==> config.mk <==
export PLATFORM = sky130hd
export DESIGN_NAME = gate_bist_pattern_gen
export DESIGN_NICKNAME = d
export VERILOG_FILES = /design/src/rtl/gate_bist_pkg.sv /design/src/rtl/gate_bist_checker_pattern_gen.sv
export SDC_FILE = /design/constraint.sdc
export NUM_CORES = 1
export LEC_CHECK = 0
export BUFFER_PORTS_ARGS = -buffer_cell sky130_fd_sc_hd__buf_4
export CORE_AREA = 4 4 41 43
export CTS_BUF_LIST = sky130_fd_sc_hd__clkbuf_16
export DETAILED_ROUTE_END_ITERATION = 8
export DIE_AREA = 0 0 45 47
export PLACE_DENSITY = 0.3
export SETUP_SLACK_MARGIN = 0.4
export SLEW_MARGIN = 30
export SYNTH_ARGS = -nofsm -noshare
export SYNTH_HDL_FRONTEND = slang
export SYNTH_SLANG_ARGS = --single-unit
==> constraint.sdc <==
create_clock -name clk -period 0.8 [get_ports clk]
set_input_delay 0.08 -clock clk [delete_from_list [all_inputs] [get_ports clk]]
set_output_delay 0.08 -clock clk [all_outputs]
set_load 0.01 [all_outputs]
==> src/rtl/gate_bist_pkg.sv <==
// Shared types, constants and golden model for the mux_gates BIST checker.
package gate_bist_pkg;

    typedef enum logic [1:0] {
        ST_IDLE  = 2'd0,
        ST_DRIVE = 2'd1,
        ST_CHECK = 2'd2,
        ST_DONE  = 2'd3
    } gate_bist_state_e;

    localparam int GATE_W = 7;

    localparam int INV_B  = 6;
    localparam int AND_B  = 5;
    localparam int OR_B   = 4;
    localparam int NAND_B = 3;
    localparam int NOR_B  = 2;
    localparam int XOR_B  = 1;
    localparam int XNOR_B = 0;

    function automatic logic [GATE_W-1:0] gate_expected(input logic a, input logic b);
        logic [GATE_W-1:0] e;
        e         = '0;
        e[INV_B]  = ~a;
        e[AND_B]  = a & b;
        e[OR_B]   = a | b;
        e[NAND_B] = ~(a & b);
        e[NOR_B]  = ~(a | b);
        e[XOR_B]  = a ^ b;
        e[XNOR_B] = ~(a ^ b);
        return e;
    endfunction

endpackage

==> src/rtl/gate_bist_checker_pattern_gen.sv <==
// Stimulus source for the BIST: 4-bit LFSR (x^4+x^3+1), or a 2-bit up-counter
// when GATE_BIST_EXHAUSTIVE_EN is defined.
module gate_bist_pattern_gen #(
    parameter logic [3:0] LFSR_SEED = 4'b1001
) (
    input  logic       clk,
    input  logic       rst,
    input  logic       load,
    input  logic       adv,
    output logic [1:0] ab
);
    import gate_bist_pkg::*;

`ifdef GATE_BIST_EXHAUSTIVE_EN
    logic [1:0] cnt;

    // NOTE: sequential state uses non-blocking assignments so every register
    // samples pre-edge values regardless of block ordering.
    always_ff @(posedge clk) begin
        if (rst || load) begin
            cnt <= 2'b00;
        end else if (adv) begin
            cnt <= cnt + 2'd1;
        end
    end

    assign ab = cnt;
`else
    // An all-zero seed would lock the LFSR up.
    localparam logic [3:0] SEED_EFF = (LFSR_SEED == 4'b0000) ? 4'b0001 : LFSR_SEED;

    logic [3:0] lfsr;

    always_ff @(posedge clk) begin
        if (rst || load) begin
            lfsr <= SEED_EFF;
        end else if (adv) begin
            lfsr <= {lfsr[2:0], lfsr[3] ^ lfsr[2]};
        end
    end

    assign ab = lfsr[1:0];
`endif

endmodule

==> results of run 1 <==
[metrics by stage]
step / setup slack (ns) / power (mW)
final: 0.0493 / 1.04
after global routing: 0.0145 / 1.09
after CTS: 0.0490 / 1.06
after detailed placement: 0.121 / 0.264
after global placement: 0.117 / 0.264
after floorplan: 0.163 / 0.250
[repair_timing]
| item | 4_1_cts | 5_1_grt |
|---|---|---|
| cloned | 0 | 0 |
| setup buffers | 2 | 0 |
| setup endpoints to repair | 6 | 6 |
| hold buffers | 0 | 0 |
| pin swaps | 0 | 1 |
| gates resized for setup | 1 | 1 |
[critical path, delay by kind of cell (launching register included)]
family,cells,cell delay [ns]
mux,1,0.12
buf+inv,1,0.13
simple gates,1,0.06
flops,1,0.32
[where the power goes]
group,switching [mW],internal (mW),leakage [nW]
logic,0.0238,0.0304,0.0636
registers,0.00499,0.208,0.0331
clock network,0.138,0.638,0.0370
[cells in the mapped netlist]
cell	number
a31oi_1	1
buf_4	2
buf_6	1
dfxtp_1	4
mux2i_1	3
nand2_1	1
nor2_1	1
nor3_1	2
nor4_4	1
xnor2_1	1
[worst max path at each step]
stage	endpoint	cells after the start	slack, ns	from
2_1_floorplan	lfsr[0]	2	0.16	lfsr[3]
3_3_place_gp	lfsr[0]	3	0.12	adv
3_5_place_dp	lfsr[0]	3	0.12	adv
4_1_cts	lfsr[0]	3	0.05	lfsr[0]
5_1_grt	lfsr[2]	3	0.01	lfsr[1]
6_report	lfsr[2]	3	0.05	lfsr[1]
[routing by layer]
layer  GRT usage, %  vias up  wire, um
met4           3.51        0        10
met2           4.52        6       132
met3           6.90        3        48
met1           4.55       58       150
li1               -       72         -
met5              0        -         0
[cell families (layout without fill, tap and decap cells)]
kind of cell    after synthesis  after routing  synth area share (%)
flops                         4              4                  42.1
simple gates                  5              5                  20.4
mux                           3              3                  15.8
compound gates                1              1                  3.29
xor+xnor                      1              1                  4.61
buf+inv                       3             10                  13.8
[area by class of cell]
type	count	area [sq um]	share of cell area (%)
multi-input cells	10	83.8	26.1
clock buffers	3	75.1	23.3
well taps	15	18.8	5.84
repair buffers	7	60.1	18.7
flip-flops and latches	4	83.8	26.1
==> flow_results.xml, run 1 <==
<?xml version="1.0" encoding="UTF-8"?>
<metrics>
  <group name="status">
    <metric name="status" unit="">completed</metric>
  </group>
  <group name="global_routing">
    <metric name="initial_antenna_violation_count" unit="">0</metric>
    <metric name="grt_max_degree" unit="">6</metric>
    <metric name="grt_first_pass_wirelength" unit="um">572</metric>
    <metric name="globalRouteTotalUtil" unit="%">4.74</metric>
    <metric name="first_global_vias" unit="">134</metric>
    <metric name="overflow" unit="">0</metric>
  </group>
  <group name="final_layout">
    <metric name="fin_area" unit="sq um">322</metric>
    <metric name="max_flop_register" unit="">lfsr</metric>
    <metric name="design.final.nets" unit="">30</metric>
    <metric name="biggestRegsByFlops" unit="">lfsr (4)</metric>
    <metric name="nFillCells" unit="">149</metric>
    <metric name="antenna_cells_inserted" unit="">0</metric>
    <metric name="layoutNonFillerInstCount" unit="">39</metric>
    <metric name="largest_register_ffs" unit="">4</metric>
    <metric name="layout.cells.most_common" unit="">buf_4</metric>
    <metric name="layout-drive-gt1-share" unit="%">58.3</metric>
    <metric name="flow.area_growth_from_synthesis" unit="%">69.1</metric>
    <metric name="finish.utilization" unit="%">24.7</metric>
    <metric name="mostFrequentLayoutCells" unit="">buf_4, mux2i_1, clkbuf_16, dfxtp_2</metric>
  </group>
  <group name="min_path">
    <metric name="worst_hold_path.endpoint" unit="">lfsr[1]</metric>
    <metric name="timing.hold.worst.start" unit="">rst</metric>
    <metric name="worstHoldPathCells" unit="">2</metric>
    <metric name="min-delay-path-class" unit="">input port to register</metric>
  </group>
  <group name="floorplan">
    <metric name="die_area" unit="sq um">2120</metric>
    <metric name="std_cell_rows" unit="">13</metric>
    <metric name="initial_core_util" unit="%">14.6</metric>
    <metric name="fp.coreArea" unit="sq um">1300</metric>
    <metric name="io_pins" unit="">6</metric>
    <metric name="die_w" unit="um">45</metric>
    <metric name="die_h" unit="um">47</metric>
  </group>
  <group name="yosys">
    <metric name="synth_largest_type_area_fraction" unit="%">42.1</metric>
    <metric name="synth.distinct_cells" unit="">10</metric>
    <metric name="postSynthRegisterBits" unit="">4</metric>
    <metric name="synth_nets" unit="">21</metric>
    <metric name="syn-cell-area" unit="sq um">190</metric>
    <metric name="yosys_warnings" unit="">0</metric>
    <metric name="syn-mean-instance-area" unit="sq um">11.2</metric>
    <metric name="synth_top_cell_by_area" unit="">dfxtp_1</metric>
    <metric name="synthTopCellsByArea" unit="">dfxtp_1, mux2i_1, nor4_4, buf_4, buf_6</metric>
    <metric name="netlist_instances" unit="">17</metric>
    <metric name="seq_area_frac_synth" unit="%">42.1</metric>
  </group>
  <group name="timing">
    <metric name="tightest_slew" unit="ns">0.182</metric>
    <metric name="holdWs" unit="ns">0.0491</metric>
    <metric name="final_hold_viol_count" unit="">0</metric>
    <metric name="crit_path_time_final" unit="ns">0.751</metric>
    <metric name="finalClockSkew" unit="ns">0.00315</metric>
    <metric name="maxSlewViolCount" unit="">0</metric>
    <metric name="timing.final.crit_share" unit="%">93.8</metric>
    <metric name="timing.max_slew.rel_slack" unit="%">87.8</metric>
    <metric name="fmax" unit="MHz">1330</metric>
    <metric name="rsz_0062_raised_after_global_routing" unit="">yes</metric>
    <metric name="setup_viol_count_final" unit="">0</metric>
    <metric name="fin_tns_setup" unit="ns">0</metric>
  </group>
  <group name="critical_path">
    <metric name="cp_startpoint_kind" unit="">register</metric>
    <metric name="path_cells" unit="">buf_4 &gt; mux2i_1 &gt; nor3_1</metric>
    <metric name="r2r-end" unit="">lfsr[2]</metric>
    <metric name="cpMaxStageDelayCell" unit="">dfxtp_2</metric>
    <metric name="ff2ff_path_depth" unit="">3</metric>
    <metric name="r2r-start" unit="">lfsr[1]</metric>
    <metric name="critPathArrivalTime" unit="ns">0.86</metric>
    <metric name="path_max_fanout" unit="">3</metric>
    <metric name="critical_path.endpoint_type" unit="">register</metric>
    <metric name="timing.critical_path.slowest_cell_delay" unit="ns">0.32</metric>
    <metric name="r2r_slack" unit="ns">0.05</metric>
    <metric name="crit_required" unit="ns">0.91</metric>
    <metric name="setup.worst_path.class" unit="">register to register</metric>
  </group>
  <group name="cts">
    <metric name="ctsLongestPathBuffers" unit="">2</metric>
    <metric name="clock_tree_from_tritoncts" unit="">built</metric>
    <metric name="path_clk_slew" unit="ns">0.03</metric>
    <metric name="cts_inserted_buffers" unit="">3</metric>
    <metric name="cts.sink_count" unit="">4</metric>
    <metric name="clk_root_buffer_cell" unit="">clkbuf_16</metric>
    <metric name="number_of_levels_in_the_clock_h_tree" unit="">1</metric>
    <metric name="clk_latency" unit="ns">0.22</metric>
  </group>
  <group name="place">
    <metric name="gp_routability_congestion" unit="">0.681</metric>
    <metric name="numPortBuffers" unit="">5</metric>
    <metric name="placedCellCount" unit="">34</metric>
    <metric name="detailedPlacementHpwl" unit="um">256</metric>
    <metric name="instance_area_after_placement" unit="sq um">224</metric>
  </group>
  <group name="route">
    <metric name="drt_iter0_markers" unit="">6</metric>
    <metric name="first_pass_iters" unit="">3</metric>
    <metric name="total_number_of_vias" unit="">139</metric>
    <metric name="routed_wl" unit="um">342</metric>
    <metric name="routed_wire_length_per_instance" unit="um">8.77</metric>
    <metric name="drcViolationCount" unit="">0</metric>
    <metric name="postRouteAntennaNets" unit="">0</metric>
    <metric name="avgViaCountPerCell" unit="">3.56</metric>
  </group>
  <group name="power_and_ir_drop">
    <metric name="power_leakage" unit="nW">0.134</metric>
    <metric name="powerDensity" unit="nW/um^2">3250</metric>
    <metric name="power.ir.vdd_worst" unit="mV">1.13</metric>
  </group>
  <group name="job">
    <metric name="maxCapViolCount" unit="">0</metric>
  </group>
</metrics>
Power figures use the tool's default switching activity.
==> inputs of run 2 (changes only) <==
- ABC_AREA: default -> 1
==> run 2 against run 1 <==
Net effect: sequential power about the same; critical path depth decreased by 2; non-clock buffer count decreased by 1; total power increased by 1.4%; register-to-register slack improved by 0.07 ns; largest power group unchanged; highest routed layer unchanged.
==> flow_results.xml, run 2 <==
<?xml version="1.0" encoding="UTF-8"?>
<metrics>
  <group name="status">
    <metric name="status" unit="">completed</metric>
  </group>
  <group name="critical_path">
    <metric name="path_max_fanout" unit="">3</metric>
    <metric name="cpMaxStageDelayCell" unit="">dfxtp_2</metric>
    <metric name="critical_path.endpoint_type" unit="">output pin</metric>
    <metric name="critPathBufInv" unit="">1</metric>
    <metric name="path_cells" unit="">buf_6</metric>
    <metric name="timing.critical_path.slowest_cell_delay" unit="ns">0.34</metric>
    <metric name="critPathArrivalTime" unit="ns">0.66</metric>
    <metric name="setup.worst_path.class" unit="">register to output pin</metric>
    <metric name="critPathTopFamily" unit="">flip-flops</metric>
    <metric name="cp_startpoint_kind" unit="">register</metric>
    <metric name="crit_required" unit="ns">0.72</metric>
  </group>
  <group name="final_layout">
    <metric name="layout-drive-gt1-share" unit="%">52.8</metric>
    <metric name="multi_input_area" unit="sq um">81.3</metric>
    <metric name="design.final.nets" unit="">42</metric>
    <metric name="largest_register_ffs" unit="">4</metric>
    <metric name="layout.cells.most_common" unit="">nand2_1</metric>
    <metric name="fin_area" unit="sq um">339</metric>
    <metric name="antenna_cells_inserted" unit="">0</metric>
    <metric name="biggestRegsByFlops" unit="">lfsr (4)</metric>
    <metric name="max_flop_register" unit="">lfsr</metric>
    <metric name="ff_latch_area" unit="sq um">85.1</metric>
    <metric name="finish.utilization" unit="%">26.1</metric>
    <metric name="mostFrequentLayoutCells" unit="">nand2_1, inv_1, dfxtp_2</metric>
    <metric name="layoutNonFillerInstCount" unit="">51</metric>
    <metric name="nFillCells" unit="">152</metric>
    <metric name="flow.area_growth_from_synthesis" unit="%">81.9</metric>
  </group>
  <group name="timing">
    <metric name="tightest_slew" unit="ns">0.146</metric>
    <metric name="final.setup.worst_slack" unit="ns">0.0573</metric>
    <metric name="maxSlewViolCount" unit="">0</metric>
    <metric name="crit_path_time_final" unit="ns">0.743</metric>
    <metric name="holdWs" unit="ns">0.0674</metric>
    <metric name="rsz_0062_raised_after_global_routing" unit="">yes</metric>
    <metric name="finalClockSkew" unit="ns">0.00369</metric>
    <metric name="timing.max_slew.rel_slack" unit="%">90.3</metric>
    <metric name="setup_viol_count_final" unit="">0</metric>
    <metric name="fmax" unit="MHz">1350</metric>
    <metric name="fin_tns_setup" unit="ns">0</metric>
    <metric name="timing.final.crit_share" unit="%">92.8</metric>
    <metric name="final_hold_viol_count" unit="">0</metric>
  </group>
  <group name="floorplan">
    <metric name="fp.coreArea" unit="sq um">1300</metric>
    <metric name="die_area" unit="sq um">2120</metric>
    <metric name="io_pins" unit="">6</metric>
    <metric name="initial_core_util" unit="%">14.3</metric>
    <metric name="die_h" unit="um">47</metric>
    <metric name="std_cell_rows" unit="">13</metric>
    <metric name="die_w" unit="um">45</metric>
  </group>
  <group name="min_path">
    <metric name="min-delay-path-class" unit="">input port to register</metric>
  </group>
  <group name="route">
    <metric name="first_pass_iters" unit="">3</metric>
    <metric name="drt_iter0_markers" unit="">3</metric>
    <metric name="postRouteAntennaNets" unit="">0</metric>
    <metric name="routed_wl" unit="um">393</metric>
    <metric name="routed_wire_length_per_instance" unit="um">7.71</metric>
    <metric name="avgViaCountPerCell" unit="">3.69</metric>
    <metric name="drcViolationCount" unit="">0</metric>
    <metric name="total_number_of_vias" unit="">188</metric>
  </group>
  <group name="global_routing">
    <metric name="grt_max_degree" unit="">7</metric>
    <metric name="first_global_vias" unit="">159</metric>
    <metric name="overflow" unit="">0</metric>
    <metric name="grt_first_pass_wirelength" unit="um">634</metric>
    <metric name="initial_antenna_violation_count" unit="">0</metric>
    <metric name="globalRouteTotalUtil" unit="%">5.30</metric>
  </group>
  <group name="yosys">
    <metric name="dominant_synthesized_flop_cell" unit="">dfxtp_1</metric>
    <metric name="syn-mean-instance-area" unit="sq um">6.43</metric>
    <metric name="seq_area_frac_synth" unit="%">43.0</metric>
    <metric name="postSynth.asyncResetShare" unit="%">0</metric>
    <metric name="post-synth-top-count-cell" unit="">nand2_1</metric>
    <metric name="postSynthRegisterBits" unit="">4</metric>
    <metric name="syn-cell-area" unit="sq um">186</metric>
    <metric name="synth.distinct_cells" unit="">7</metric>
    <metric name="netlist_instances" unit="">29</metric>
    <metric name="synth_nets" unit="">33</metric>
    <metric name="synthTopCellsByArea" unit="">dfxtp_1, nand2_1, inv_1, buf_4, a21oi_1</metric>
    <metric name="synth_largest_type_area_fraction" unit="%">43.0</metric>
    <metric name="synth_enable_flop_cells" unit="">0</metric>
    <metric name="yosys_warnings" unit="">0</metric>
    <metric name="synth_top_cell_by_area" unit="">dfxtp_1</metric>
    <metric name="synth_common_cells" unit="">nand2_1, inv_1, dfxtp_1</metric>
  </group>
  <group name="place">
    <metric name="gp_routability_congestion" unit="">0.700</metric>
    <metric name="placedCellCount" unit="">47</metric>
    <metric name="detailedPlacementHpwl" unit="um">272</metric>
    <metric name="numPortBuffers" unit="">5</metric>
    <metric name="instance_area_after_placement" unit="sq um">230</metric>
    <metric name="pre_cts_ws" unit="ns">0.127</metric>
  </group>
  <group name="cts">
    <metric name="path_clk_slew" unit="ns">0.03</metric>
    <metric name="ctsLongestPathBuffers" unit="">2</metric>
    <metric name="clk_latency" unit="ns">0.23</metric>
    <metric name="clk_root_buffer_cell" unit="">clkbuf_16</metric>
    <metric name="number_of_levels_in_the_clock_h_tree" unit="">1</metric>
    <metric name="clock_tree_from_tritoncts" unit="">built</metric>
    <metric name="cts_inserted_buffers" unit="">3</metric>
    <metric name="cts.sink_count" unit="">4</metric>
  </group>
  <group name="power_and_ir_drop">
    <metric name="clock_power_share" unit="%">73.9</metric>
    <metric name="power_leakage" unit="nW">0.168</metric>
    <metric name="power.ir.vdd_worst" unit="mV">1.26</metric>
    <metric name="switching_power_summed_over_all_nets" unit="mW">0.178</metric>
    <metric name="cellInternalPower" unit="mW">0.881</metric>
    <metric name="power.switching_fraction" unit="%">16.8</metric>
    <metric name="powerDensity" unit="nW/um^2">3120</metric>
    <metric name="design_power_total" unit="mW">1.06</metric>
    <metric name="part_of_the_total_power_dissipated_in_sequential_elements" unit="%">20.4</metric>
    <metric name="p_comb_share" unit="%">5.7</metric>
  </group>
  <group name="job">
    <metric name="maxCapViolCount" unit="">0</metric>
  </group>
</metrics>
run 2: changes by cell type after synthesis:
cell	before	now
nand2_1	1	12
nor2_1	1	2
mux2i_1	3	0
inv_1	0	6
nand4_1	0	1
a31oi_1	1	0
xnor2_1	1	0
nor3_1	2	0
a21oi_1	0	2
buf_6	1	0
nor4_4	1	0
run 2: final timing paths:
| kind | cells past startpoint | endpoint | slack, ns | from |
|---|---|---|---|---|
| worst max-delay path | 1 | ab[0] | 0.06 | lfsr[0] |
| worst max register to register | 3 | lfsr[1] | 0.12 | lfsr[1] |
| worst min-delay path | 3 | lfsr[3] | 0.07 | rst |
| worst min register to register | 2 | lfsr[3] | 0.48 | lfsr[3] |
run 2: tightest hold or removal path: stages:
cell,delay [ns]
buf_4,0.07
inv_1,0.04
nand4_1,0.07
run 2: kinds of logic after synthesis:
family          count (synthesis)  synth area share, %
compound gates                  2                 5.37
flops                           4                 43.0
simple gates                   15                 31.5
buf+inv                         8                 20.1
run 2: final cells by class:
class                           instances  share of cell area, %
Sequential cell                         4                   25.1
Multi-Input combinational cell         17                   24.0
Clock buffer                            3                   22.1
Timing Repair Buffer                    6                   16.6
Inverter                                6                   6.64
Tap cell                               15                   5.54
run 2: power groups by stage:
stage / registers, mW / clock network, mW / logic [mW]
floorplan: 0.216 / 0 / 0.0307
detailed placement: 0.217 / 0 / 0.0472
global placement: 0.217 / 0 / 0.0479
global route: 0.218 / 0.819 / 0.0661
CTS: 0.216 / 0.799 / 0.0569
finish: 0.216 / 0.783 / 0.0600
run 2: timing repair:
item | in CTS | in global routing
hold buffers | 0 | 0
setup endpoints to repair | 6 | 6
pin swaps | 3 | 2
cloned | 0 | 0
gates resized for setup | 7 | 4
buffers inserted | 1 | 0
run 2: metal layers:
metal | share of wire, % | track usage [%]
met5 | 0 | 0
met4 | 2.5 | 5.26
met3 | 15 | 7.28
met2 | 45 | 6.21
met1 | 37 | 3.88
